## config.mk

```make
export PLATFORM = sky130hd
export DESIGN_NAME = fetch_unit
export DESIGN_NICKNAME = d
export VERILOG_FILES = /design/src/rtl/fetch_unit.sv
export SDC_FILE = /design/constraint.sdc
export NUM_CORES = 1
export LEC_CHECK = 0
export BUFFER_PORTS_ARGS = -buffer_cell sky130_fd_sc_hd__buf_4
export CAP_MARGIN = 20
export CORE_MARGIN = 2
export CORE_UTILIZATION = 51
export DETAILED_ROUTE_END_ITERATION = 12
export GPL_TIMING_DRIVEN = 0
export PLACE_DENSITY = 0.8
export SYNTH_ARGS = -nofsm -noshare
export SYNTH_HDL_FRONTEND = slang
export SYNTH_SLANG_ARGS = --single-unit
```

## constraint.sdc

```tcl
create_clock -name clock -period 8.3 [get_ports clock]
set_input_delay 2.075 -clock clock [delete_from_list [all_inputs] [get_ports clock]]
set_output_delay 2.075 -clock clock [all_outputs]
set_load 0.1 [all_outputs]
```

## src/rtl/fetch_unit.sv

```systemverilog
// Instruction fetch front end: issues word-aligned fetch requests under a shared
// credit limit, tracks in-flight PCs, and buffers returned words for decode.
module fetch_unit #(
  parameter logic [31:0] PC_RESET = 32'h0100_0000,
  parameter int          DEPTH    = 2
) (
  input  logic        clock,
  input  logic        reset,
  output logic        imem_req_valid,
  output logic [31:0] imem_req_addr,
  input  logic        imem_req_ready,
  input  logic        imem_rsp_valid,
  input  logic [31:0] imem_rsp_data,
  input  logic        redirect_valid,
  input  logic [31:0] redirect_pc,
  output logic        f_valid,
  output logic [31:0] f_pc,
  output logic [31:0] f_insn,
  input  logic        f_ready
);

  localparam int IDX_W = (DEPTH > 1) ? $clog2(DEPTH) : 1;
  localparam int CNT_W = $clog2(DEPTH + 1);

  typedef logic [IDX_W-1:0] idx_t;
  typedef logic [CNT_W-1:0] cnt_t;

  function automatic idx_t next_idx(input idx_t i);
    return (i == idx_t'(DEPTH - 1)) ? '0 : i + idx_t'(1);
  endfunction

  logic [31:0] pc_q, pc_d;

  logic [31:0] ifq_pc_q [DEPTH];
  logic [31:0] ifq_pc_d [DEPTH];
  idx_t        ifq_wr_q, ifq_wr_d;
  idx_t        ifq_rd_q, ifq_rd_d;
  cnt_t        inflight_q, inflight_d;
  cnt_t        drop_q, drop_d;

  logic [31:0] ofq_pc_q   [DEPTH];
  logic [31:0] ofq_pc_d   [DEPTH];
  logic [31:0] ofq_insn_q [DEPTH];
  logic [31:0] ofq_insn_d [DEPTH];
  idx_t        ofq_wr_q, ofq_wr_d;
  idx_t        ofq_rd_q, ofq_rd_d;
  cnt_t        ofq_cnt_q, ofq_cnt_d;

  logic [CNT_W:0] credit_used;
  logic           req_fire;
  logic           rsp_fire;
  logic           rsp_keep;
  logic           f_push;
  logic           f_pop;

  // Buffered words hold credit too, so a stalled decode throttles fetch.
  assign credit_used    = {1'b0, inflight_q} + {1'b0, ofq_cnt_q};
  assign imem_req_valid = (credit_used < (CNT_W+1)'(DEPTH)) && !redirect_valid && !reset;
  assign imem_req_addr  = {pc_q[31:2], 2'b00};
  assign req_fire       = imem_req_valid && imem_req_ready;

  // A response with nothing outstanding is a protocol error and is ignored.
  assign rsp_fire = imem_rsp_valid && (inflight_q != '0);
  assign rsp_keep = rsp_fire && (drop_q == '0) && !redirect_valid;
  assign f_pop    = (ofq_cnt_q != '0) && f_ready && !redirect_valid;
  assign f_push   = rsp_keep && ((ofq_cnt_q != cnt_t'(DEPTH)) || f_pop);

  assign f_valid = (ofq_cnt_q != '0);
  assign f_pc    = ofq_pc_q[ofq_rd_q];
  assign f_insn  = ofq_insn_q[ofq_rd_q];

  logic unused_redirect_lsbs;
  assign unused_redirect_lsbs = ^redirect_pc[1:0];

  always_comb begin
    pc_d       = pc_q;
    ifq_pc_d   = ifq_pc_q;
    ifq_wr_d   = ifq_wr_q;
    ifq_rd_d   = ifq_rd_q;
    inflight_d = inflight_q;
    drop_d     = drop_q;
    ofq_pc_d   = ofq_pc_q;
    ofq_insn_d = ofq_insn_q;
    ofq_wr_d   = ofq_wr_q;
    ofq_rd_d   = ofq_rd_q;
    ofq_cnt_d  = ofq_cnt_q;

    if (redirect_valid) begin
      pc_d = {redirect_pc[31:2], 2'b00};
    end else if (req_fire) begin
      pc_d = pc_q + 32'd4;
    end

    if (req_fire) begin
      ifq_pc_d[ifq_wr_q] = pc_q;
      ifq_wr_d           = next_idx(ifq_wr_q);
    end
    if (rsp_fire) begin
      ifq_rd_d = next_idx(ifq_rd_q);
    end
    inflight_d = inflight_q + cnt_t'(req_fire) - cnt_t'(rsp_fire);

    // Everything still outstanding at a redirect belongs to the old path.
    if (redirect_valid) begin
      drop_d = inflight_q - cnt_t'(rsp_fire);
    end else if (rsp_fire && (drop_q != '0)) begin
      drop_d = drop_q - cnt_t'(1);
    end

    if (redirect_valid) begin
      ofq_wr_d  = '0;
      ofq_rd_d  = '0;
      ofq_cnt_d = '0;
    end else begin
      if (f_push) begin
        ofq_pc_d[ofq_wr_q]   = ifq_pc_q[ifq_rd_q];
        ofq_insn_d[ofq_wr_q] = imem_rsp_data;
        ofq_wr_d             = next_idx(ofq_wr_q);
      end
      if (f_pop) begin
        ofq_rd_d = next_idx(ofq_rd_q);
      end
      ofq_cnt_d = ofq_cnt_q + cnt_t'(f_push) - cnt_t'(f_pop);
    end
  end

  always_ff @(posedge clock or posedge reset) begin
    if (reset) begin
      pc_q       <= PC_RESET;
      ifq_wr_q   <= '0;
      ifq_rd_q   <= '0;
      inflight_q <= '0;
      drop_q     <= '0;
      ofq_wr_q   <= '0;
      ofq_rd_q   <= '0;
      ofq_cnt_q  <= '0;
      for (int i = 0; i < DEPTH; i++) begin
        ifq_pc_q[i]   <= '0;
        ofq_pc_q[i]   <= '0;
        ofq_insn_q[i] <= '0;
      end
    end else begin
      pc_q       <= pc_d;
      ifq_pc_q   <= ifq_pc_d;
      ifq_wr_q   <= ifq_wr_d;
      ifq_rd_q   <= ifq_rd_d;
      inflight_q <= inflight_d;
      drop_q     <= drop_d;
      ofq_pc_q   <= ofq_pc_d;
      ofq_insn_q <= ofq_insn_d;
      ofq_wr_q   <= ofq_wr_d;
      ofq_rd_q   <= ofq_rd_d;
      ofq_cnt_q  <= ofq_cnt_d;
    end
  end

endmodule

```

==> results of run 1 <==
-- layout by cell type (no fill, tap or decap), types with 7 or more instances in the layout --
cell | synthesis | layout
nand2_1 | 78 | 78
clkbuf_1 | 33 | 37
clkbuf_8 | 0 | 7
a21oi_1 | 35 | 35
buf_1 | 12 | 12
nand4_1 | 10 | 10
o311ai_0 | 12 | 12
clkbuf_16 | 0 | 25
mux2_1 | 23 | 23
dfrtp_1 | 223 | 223
mux2i_1 | 35 | 35
mux2_2 | 158 | 158
ha_1 | 7 | 7
o21ai_0 | 48 | 48
buf_4 | 4 | 164
nor2_1 | 50 | 50
and3_1 | 7 | 7
inv_1 | 14 | 13
o211ai_1 | 12 | 12
nand3_1 | 17 | 17
-- report_power, final --
group	internal, W	total, W	switching, W	leakage, nW
combinational	0.000769	0.00272	0.00195	2.63
sequential	0.00150	0.00172	0.000227	2.85
clock	0.000677	0.00111	0.000436	0.417
total	0.00294	0.00556	0.00262	5.89
-- worst max-delay path, stage by stage --
cell	delay (ns)
buf_4	0.14
or4_4	0.52
buf_6	0.15
inv_1	0.10
buf_4	0.30
-- cell type report --
type | instances | area share (%)
clock buffers | 36 | 5.875
plain buffers | 56 | 1.965
repair buffers | 163 | 10.05
inverters | 15 | 0.5087
flip-flops and latches | 224 | 44.70
clock inverters | 8 | 0.7681
well taps | 265 | 2.643
multi-input cells | 547 | 33.49
-- state kept, by name, indices dropped and copies added, names as in the netlist, 2 cells and up --
name,flops
drop_q,2
ifq_pc_q,60
inflight_q,2
ofq_cnt_q,2
ofq_insn_q,64
ofq_pc_q,60
pc_q,30
-- stage by stage --
stage / total power [W] / cells / worst slack, ns / TNS, ns
detailed placement: 0.004465 / 1269 / 2.935 / 0
global route: 0.005810 / 1314 / 2.920 / 0
CTS: 0.005584 / 1313 / 2.928 / 0
global placement: 0.004399 / 1267 / -2.374 / -526.20
finish: 0.005558 / 1314 / 2.919 / 0
floorplan: 0.003902 / 842 / 0.09219 / 0
-- worst max-delay path by stage --
stage / cells after the start / start / slack [ns] / endpoint
floorplan: 1 / reset / 0.09 / drop_q[0]$_DFFE_PP0P_
global placement: 2 / reset / -2.37 / ofq_pc_q[48]$_DFFE_PP0P_
detailed placement: 5 / reset / 2.94 / imem_req_valid
CTS: 5 / reset / 2.93 / imem_req_valid
global route: 5 / reset / 2.92 / imem_req_valid
finish: 5 / reset / 2.92 / imem_req_valid
-- logic make-up (layout without fill, tap and decap cells) --
group | Yosys count | in the layout | share of synthesized area [%]
muxes | 216 | 216 | 23.65
and+or+nand+nor | 186 | 186 | 8.450
buffers and inverters | 71 | 278 | 2.998
other | 1 | 4 | 0.03713
DFF | 224 | 224 | 55.52
xor gates and xnor gates | 9 | 9 | 0.7806
AOI/OAI and AO/OA | 124 | 124 | 7.496
adders and majority gates | 8 | 8 | 1.066
-- cell usage after synthesis (all sizes together) (10+ instances only) --
library cell	count	share of area [%]
mux2i	35	3.5
o311ai	13	1.1
buf	23	1.2
mux2	181	20
a21oi	35	1.7
o211ai	13	1.0
inv	15	0.56
nand4	10	0.62
nand2	78	2.9
nor2	51	2.0
clkbuf	33	1.2
dfrtp	223	55
nand3	18	0.94
o21ai	49	2.4
-- per-layer routing --
layer / global-route usage (%) / wire length (µm) / part of all wire [%]
met1: 31.46 / 10280 / 42
met5: 0 / 0 / 0
met3: 5.429 / 2046 / 8.3
met4: 6.949 / 507 / 2.1
met2: 39.24 / 11770 / 48
==> load_flow_metrics.sql, run 1 <==
INSERT INTO impl_metrics (metric_group, metric, value, unit) VALUES
('status', 'status', 'finished, final reports clean', ''),
('timing', 'hold_viol', '0', ''),
('synth', 'top_flip_flop_cell_by_instance_count_after_synthesis', 'dfrtp_1', ''),
('timing', 'grt_setup_unrepaired', 'false', ''),
('clock_network', 'cts_max_path_buffers', '3', ''),
('critical_path', 'worstSetupPathType', 'input pin to output port', ''),
('synth', 'postSynthCellCount', '839', ''),
('floorplanning', 'floorplan.die.width', '144.7', 'µm'),
('critical_path', 'data_required_time_at_the_worst_endpoint', '6.23', 'ns'),
('clock_network', 'clock_tree.root_cell', 'clkbuf_16', ''),
('place', 'finalWeightedCongestion', '0.8411', ''),
('critical_path', 'reg2reg_slack', '4.72', 'ns'),
('synth', 'synth_area_per_cell', '12.04', 'µm²'),
('clock_network', 'clk_latency', '0.52', 'ns'),
('layout', 'seqCellArea', '0.005607', 'mm²'),
('timing', 'setup_violations', '0', ''),
('power', 'peak_vdd_ir', '0.3509', 'mV'),
('clock_network', 'tritoncts.num_buffers', '25', ''),
('min_path', 'hold_path.startpoint', 'ofq_pc_q[21]$_DFFE_PP0P_', ''),
('global_routing', 'grt_antenna_before_repair', '0', ''),
('critical_path', 'worst-r2r-cell-count', '13', ''),
('global_routing', 'grt_ovf', '0', ''),
('place', 'port_buffers', '160', ''),
('floorplanning', 'num_io_pins', '168', ''),
('timing', 'worstMarginPinSlew', '1.026', 'ns'),
('timing', 'hold_slack', '0.4734', 'ns'),
('place', 'post_detailed_placement_half_perimeter_wirelength', '17.18', 'mm'),
('route', 'routed-via-count', '7358', ''),
('min_path', 'hold_end', 'ofq_pc_q[21]$_DFFE_PP0P_', ''),
('layout', 'syn2layout_area_growth', '24.21', '%'),
('floorplanning', 'die_h', '144.7', 'µm'),
('synth', 'yosysSeqAreaShare', '55.52', '%'),
('layout', 'multiInputGateArea', '0.004200', 'mm²'),
('timing', 'final_period_minus_worst_setup_slack', '5.381', 'ns'),
('layout', 'post_layout_instance_area', '0.01254', 'mm²'),
('global_routing', 'grt_util_all_layers', '23.69', '%'),
('timing', 'fin_skew', '0.01745', 'ns'),
('synth', 'synth.cell_area', '0.01010', 'mm²'),
('synth', 'ys_seq_elements', '224', ''),
('synth', 'synth_edf_count', '0', ''),
('layout', 'design.final.nets', '1110', ''),
('layout', 'diodes', '0', ''),
('synth', 'synthArstFlopShare', '100.0', '%'),
('synth', 'yosys_warnings', '0', ''),
('critical_path', 'r2r_end', 'inflight_q[1]$_DFF_PP0_', ''),
('clock_network', 'cts.sink_count', '224', ''),
('global_routing', 'largest_net_degree_at_the_start_of_global_routing', '90', ''),
('layout', 'layout-drive-gt1-share', '36.61', '%'),
('place', 'postPlaceCellArea', '0.01171', 'mm²'),
('critical_path', 'setup.worst_path.start_class', 'input pin', ''),
('route', 'post-route-drc-count', '0', ''),
('layout', 'utilization', '64.45', '%'),
('critical_path', 'crit_fanout', '6', ''),
('floorplanning', 'num_rows', '51', ''),
('clock_network', 'cts_hold_repair.buffers', '0', ''),
('clock_network', 'post_cts_buffers', '0', ''),
('min_path', 'min_path_type', 'flip-flop to flip-flop', ''),
('critical_path', 'crit_arrival', '3.31', 'ns'),
('route', 'dr.pass1.iters', '5', ''),
('clock_network', 'cts_resized', '0', ''),
('critical_path', 'critPathCaptureType', 'output port', ''),
('clock_network', 'ctsHtreeMaxLevel', '1', ''),
('route', 'final_antenna_net_count', '0', ''),
('floorplanning', 'floorplan.die_area', '0.02094', 'mm²'),
('global_routing', 'grt_pass1_vias', '7514', ''),
('floorplanning', 'initial_core_util', '51.89', '%'),
('min_path', 'hold_depth', '2', ''),
('route', 'drt-initial-drc-count', '469', ''),
('flow_run', 'max_cap_viols', '0', ''),
('clock_network', 'clk_transition_reported_paths', '0.06', 'ns'),
('floorplanning', 'placeable_core_region', '0.01946', 'mm²'),
('timing', 'maxSlewHeadroom', '30.97', '%'),
('layout', 'n_fill_cell', '1485', ''),
('timing', 'fin_crit_sh', '64.83', '%'),
('timing', 'timing.fmax', '0.1859', 'GHz'),
('clock_network', 'tritoncts_clock_tree', 'built', ''),
('timing', 'report.final.slew_viol_count', '0', ''),
('route', 'drt-vias-per-instance', '5.600', ''),
('synth', 'synth_cell_type_count', '51', ''),
('power', 'p_leak', '5.888', 'nW'),
('critical_path', 'regToRegStartpoint', 'ofq_cnt_q[0]$_DFF_PP0_', ''),
('power', 'p_per_area', '443.1', 'mW/mm²'),
('route', 'route.detailed.wl_per_inst', '18.72', 'µm'),
('global_routing', 'grt_pass1_wl', '39.09', 'mm'),
('route', 'drt-total-wl', '24.60', 'mm');
Note: power is estimated with default switching activity, not from simulation.
==> inputs of run 2 (changes only) <==
- ABC_AREA: default -> 1
- clock period: 8.3 -> 4.8 ns (I/O delays scaled with it)
==> run 2 against run 1 <==
  * Sequential cell count is the same
  * Worst hold slack improved by 0.0090 ns
  * Die area up 3.9%
  * Highest routed layer unchanged
  * Setup slack worse by 1.6 ns
  * Synthesized area grew 4.0%
==> load_flow_metrics.sql, run 2 <==
INSERT INTO impl_metrics (metric_group, metric, value, unit) VALUES
('status', 'status', 'finished, final reports clean', ''),
('critical_path', 'critical_path_cell_list', 'clkbuf_1 > inv_2 > clkbuf_1 > nand2_1 > nand2_1 > buf_4', ''),
('timing', 'final_period_minus_worst_setup_slack', '3.512', 'ns'),
('route', 'route.detailed.wl_per_inst', '14.94', 'µm'),
('global_routing', 'grt_util_all_layers', '24.41', '%'),
('floorplanning', 'die_h', '147.5', 'µm'),
('timing', 'fin_skew', '0.006880', 'ns'),
('global_routing', 'grt_pass1_wl', '43.33', 'mm'),
('global_routing', 'grt_pass1_vias', '8745', ''),
('route', 'routed-via-count', '9155', ''),
('timing', 'worstMarginPinSlew', '0.6721', 'ns'),
('timing', 'timing.setup.tns', '0', 'ns'),
('power', 'p_per_area', '714.4', 'mW/mm²'),
('global_routing', 'largest_net_degree_at_the_start_of_global_routing', '43', ''),
('timing', 'fin_crit_sh', '73.17', '%'),
('synth', 'synth_common_cells', 'nand2_1 (515), dfrtp_1 (223), o21ai_1 (127)', ''),
('flow_run', 'max_cap_viols', '0', ''),
('layout', 'syn2layout_area_growth', '23.76', '%'),
('critical_path', 'data_required_time_at_the_worst_endpoint', '3.60', 'ns'),
('clock_network', 'clk_latency', '0.50', 'ns'),
('synth', 'yosysSeqAreaShare', '53.38', '%'),
('synth', 'synth_cell_type_count', '31', ''),
('clock_network', 'tritoncts.num_buffers', '23', ''),
('route', 'final_antenna_net_count', '0', ''),
('place', 'port_buffers', '161', ''),
('layout', 'largest_register_ffs', '64', ''),
('clock_network', 'post_cts_buffers', '0', ''),
('critical_path', 'setup.worst_path.start_class', 'flip-flop', ''),
('clock_network', 'clk_transition_reported_paths', '0.06', 'ns'),
('synth', 'synth.area.top_cells', 'dfrtp_1 (53%), nand2_1 (18%), o21ai_1 (6.1%)', ''),
('timing', 'setup_violations', '0', ''),
('place', 'postPlaceCellArea', '0.01225', 'mm²'),
('route', 'drt-initial-drc-count', '671', ''),
('global_routing', 'grt_antenna_before_repair', '0', ''),
('floorplanning', 'placeable_core_region', '0.02023', 'mm²'),
('place', 'finalWeightedCongestion', '0.9123', ''),
('min_path', 'min_path_type', 'flip-flop to flip-flop', ''),
('layout', 'post_layout_instance_area', '0.01300', 'mm²'),
('layout', 'n_fill_cell', '1721', ''),
('floorplanning', 'initial_core_util', '51.90', '%'),
('place', 'dp_worst_slack', '1.469', 'ns'),
('clock_network', 'cts_hold_repair.buffers', '0', ''),
('timing', 'report.final.slew_viol_count', '0', ''),
('critical_path', 'crit_fanout', '10', ''),
('floorplanning', 'num_io_pins', '168', ''),
('power', 'peak_vdd_ir', '0.3323', 'mV'),
('synth', 'synth_edf_count', '0', ''),
('synth', 'synth_top_cell_by_area', 'dfrtp_1', ''),
('layout', 'diodes', '0', ''),
('floorplanning', 'floorplan.die_area', '0.02176', 'mm²'),
('route', 'drt-vias-per-instance', '5.166', ''),
('synth', 'synth.most_common_cell', 'nand2_1', ''),
('synth', 'yosys_warnings', '0', ''),
('layout', 'largest-register', 'ofq_insn_q', ''),
('layout', 'layout_commonest_cell', 'nand2_1', ''),
('timing', 'timing.fmax', '0.2847', 'GHz'),
('clock_network', 'cts.sink_count', '224', ''),
('layout', 'commonest_non_fill_non_tap_cells_in_the_layout', 'nand2_1 (515), dfrtp_1 (223), buf_4 (168), o21ai_1 (155), inv_1 (96)', ''),
('synth', 'synth.cell_area', '0.01050', 'mm²'),
('clock_network', 'cts_resized', '0', ''),
('layout', 'layout-drive-gt1-share', '17.44', '%'),
('clock_network', 'tritoncts_clock_tree', 'built', ''),
('critical_path', 'critPathCaptureType', 'output port', ''),
('power', 'p_leak', '6.716', 'nW'),
('synth', 'top_flip_flop_cell_by_instance_count_after_synthesis', 'dfrtp_1', ''),
('critical_path', 'slowest_stage_cell_on_the_critical_path', 'clkbuf_1', ''),
('timing', 'grt_setup_unrepaired', 'false', ''),
('clock_network', 'cts_max_path_buffers', '3', ''),
('synth', 'ys_seq_elements', '224', ''),
('synth', 'synthArstFlopShare', '100.0', '%'),
('global_routing', 'grt_ovf', '0', ''),
('critical_path', 'worst_path_largest_cell_delay', '0.41', 'ns'),
('timing', 'layout_setup_ws', '1.288', 'ns'),
('synth', 'synth_top_area_share', '53.13', '%'),
('synth', 'postSynthCellCount', '1291', ''),
('clock_network', 'ctsHtreeMaxLevel', '1', ''),
('layout', 'layout_top_registers', 'ofq_insn_q x64, ifq_pc_q x60, ofq_pc_q x60', ''),
('route', 'dr.pass1.iters', '7', ''),
('floorplanning', 'num_rows', '52', ''),
('layout', 'utilization', '64.23', '%'),
('route', 'post-route-drc-count', '0', ''),
('timing', 'maxSlewHeadroom', '55.19', '%'),
('clock_network', 'clock_tree.root_cell', 'clkbuf_16', ''),
('route', 'drt-total-wl', '26.48', 'mm'),
('layout', 'design.final.nets', '1564', ''),
('place', 'post_detailed_placement_half_perimeter_wirelength', '19.36', 'mm'),
('critical_path', 'worstSetupPathType', 'flip-flop to output port', ''),
('synth', 'synth_area_per_cell', '8.135', 'µm²'),
('critical_path', 'crit_arrival', '2.31', 'ns'),
('floorplanning', 'floorplan.die.width', '147.5', 'µm'),
('timing', 'hold_viol', '0', '');
[run 2: cell count changes after synthesis, sizes merged, moves of 13 or more]
cell / change
o311ai: -13
nand3: +31
nand2: +440
o21ai: +167
mux2: -181
a21oi: -29
inv: +86
[run 2: cells by family after synthesis]
logic type	after synthesis	synth area share (%)
AOI/OAI and AO/OA	228	11.27
xor gates and xnor gates	7	0.5838
adders and majority gates	8	1.025
buffers and inverters	170	7.434
DFF	224	53.38
muxes	30	2.859
other	1	0.03571
and+or+nand+nor	623	23.41
[run 2: area by class of cell]
type	instances	area, µm²	share of cell area [%]
flip-flops and latches	224	5607	43.14
multi-input cells	900	4126	31.75
repair buffers	167	1329	10.22
clock buffers	37	698.2	5.372
plain buffers	69	469.2	3.610
inverters	101	382.9	2.946
well taps	270	337.8	2.599
clock inverters	4	47.55	0.3658
[run 2: layer usage]
layer | global-route usage (%) | part of all wire, % | vias to the layer above
met2 | 39.74 | 47 | 305
li1 | - | - | 4490
met1 | 34.95 | 44 | 4317
met3 | 3.272 | 6.5 | 43
met4 | 6.298 | 2.3 | 0
met5 | 0 | 0 | -
[run 2: final timing paths]
| kind | start | endpoint | slack (ns) | depth (start not counted) |
|---|---|---|---|---|
| setup reg to reg | inflight_q[0]$_DFF_PP0_ | pc_q[19]$_DFFE_PP0P_ | 2.31 | 11 |
| hold / removal | ofq_pc_q[27]$_DFFE_PP0P_ | ofq_pc_q[27]$_DFFE_PP0P_ | 0.48 | 2 |
| setup / recovery | ofq_rd_q$_DFFE_PP0P_ | f_pc[11] | 1.29 | 6 |
| hold reg to reg | ofq_pc_q[27]$_DFFE_PP0P_ | ofq_pc_q[27]$_DFFE_PP0P_ | 0.48 | 2 |
| min in group asynchronous | reset | inflight_q[0]$_DFF_PP0_ | 0.75 | 2 |
| max in group asynchronous | reset | ofq_insn_q[2]$_DFFE_PP0P_ | 2.76 | 6 |
[run 2: stage by stage]
step | instances | hold slack, ns | power, W
finish | 1772 | 0.4824 | 0.009286
global placement | 1725 | 0.4655 | 0.007431
CTS | 1772 | 0.4844 | 0.009315
global route | 1772 | 0.5080 | 0.009765
detailed placement | 1731 | 0.4693 | 0.007546
floorplan | 1294 | 0.4528 | 0.006526
[run 2: critical path: cells and delay by family, from the launching register on]
kind	cells	cell delay (ns)
flip-flops	1	0.36
AND/OR/NAND/NOR	2	0.23
buffers and inverters	4	1.21
[run 2: power breakdown]
| part | switching [W] | total, W | internal (W) | leakage, nW |
|---|---|---|---|---|
| clock network | 0.000708 | 0.00175 | 0.00104 | 0.364 |
| registers | 0.000409 | 0.00299 | 0.00258 | 2.91 |
| logic | 0.00344 | 0.00454 | 0.00110 | 3.45 |
| total | 0.00456 | 0.00929 | 0.00472 | 6.72 |
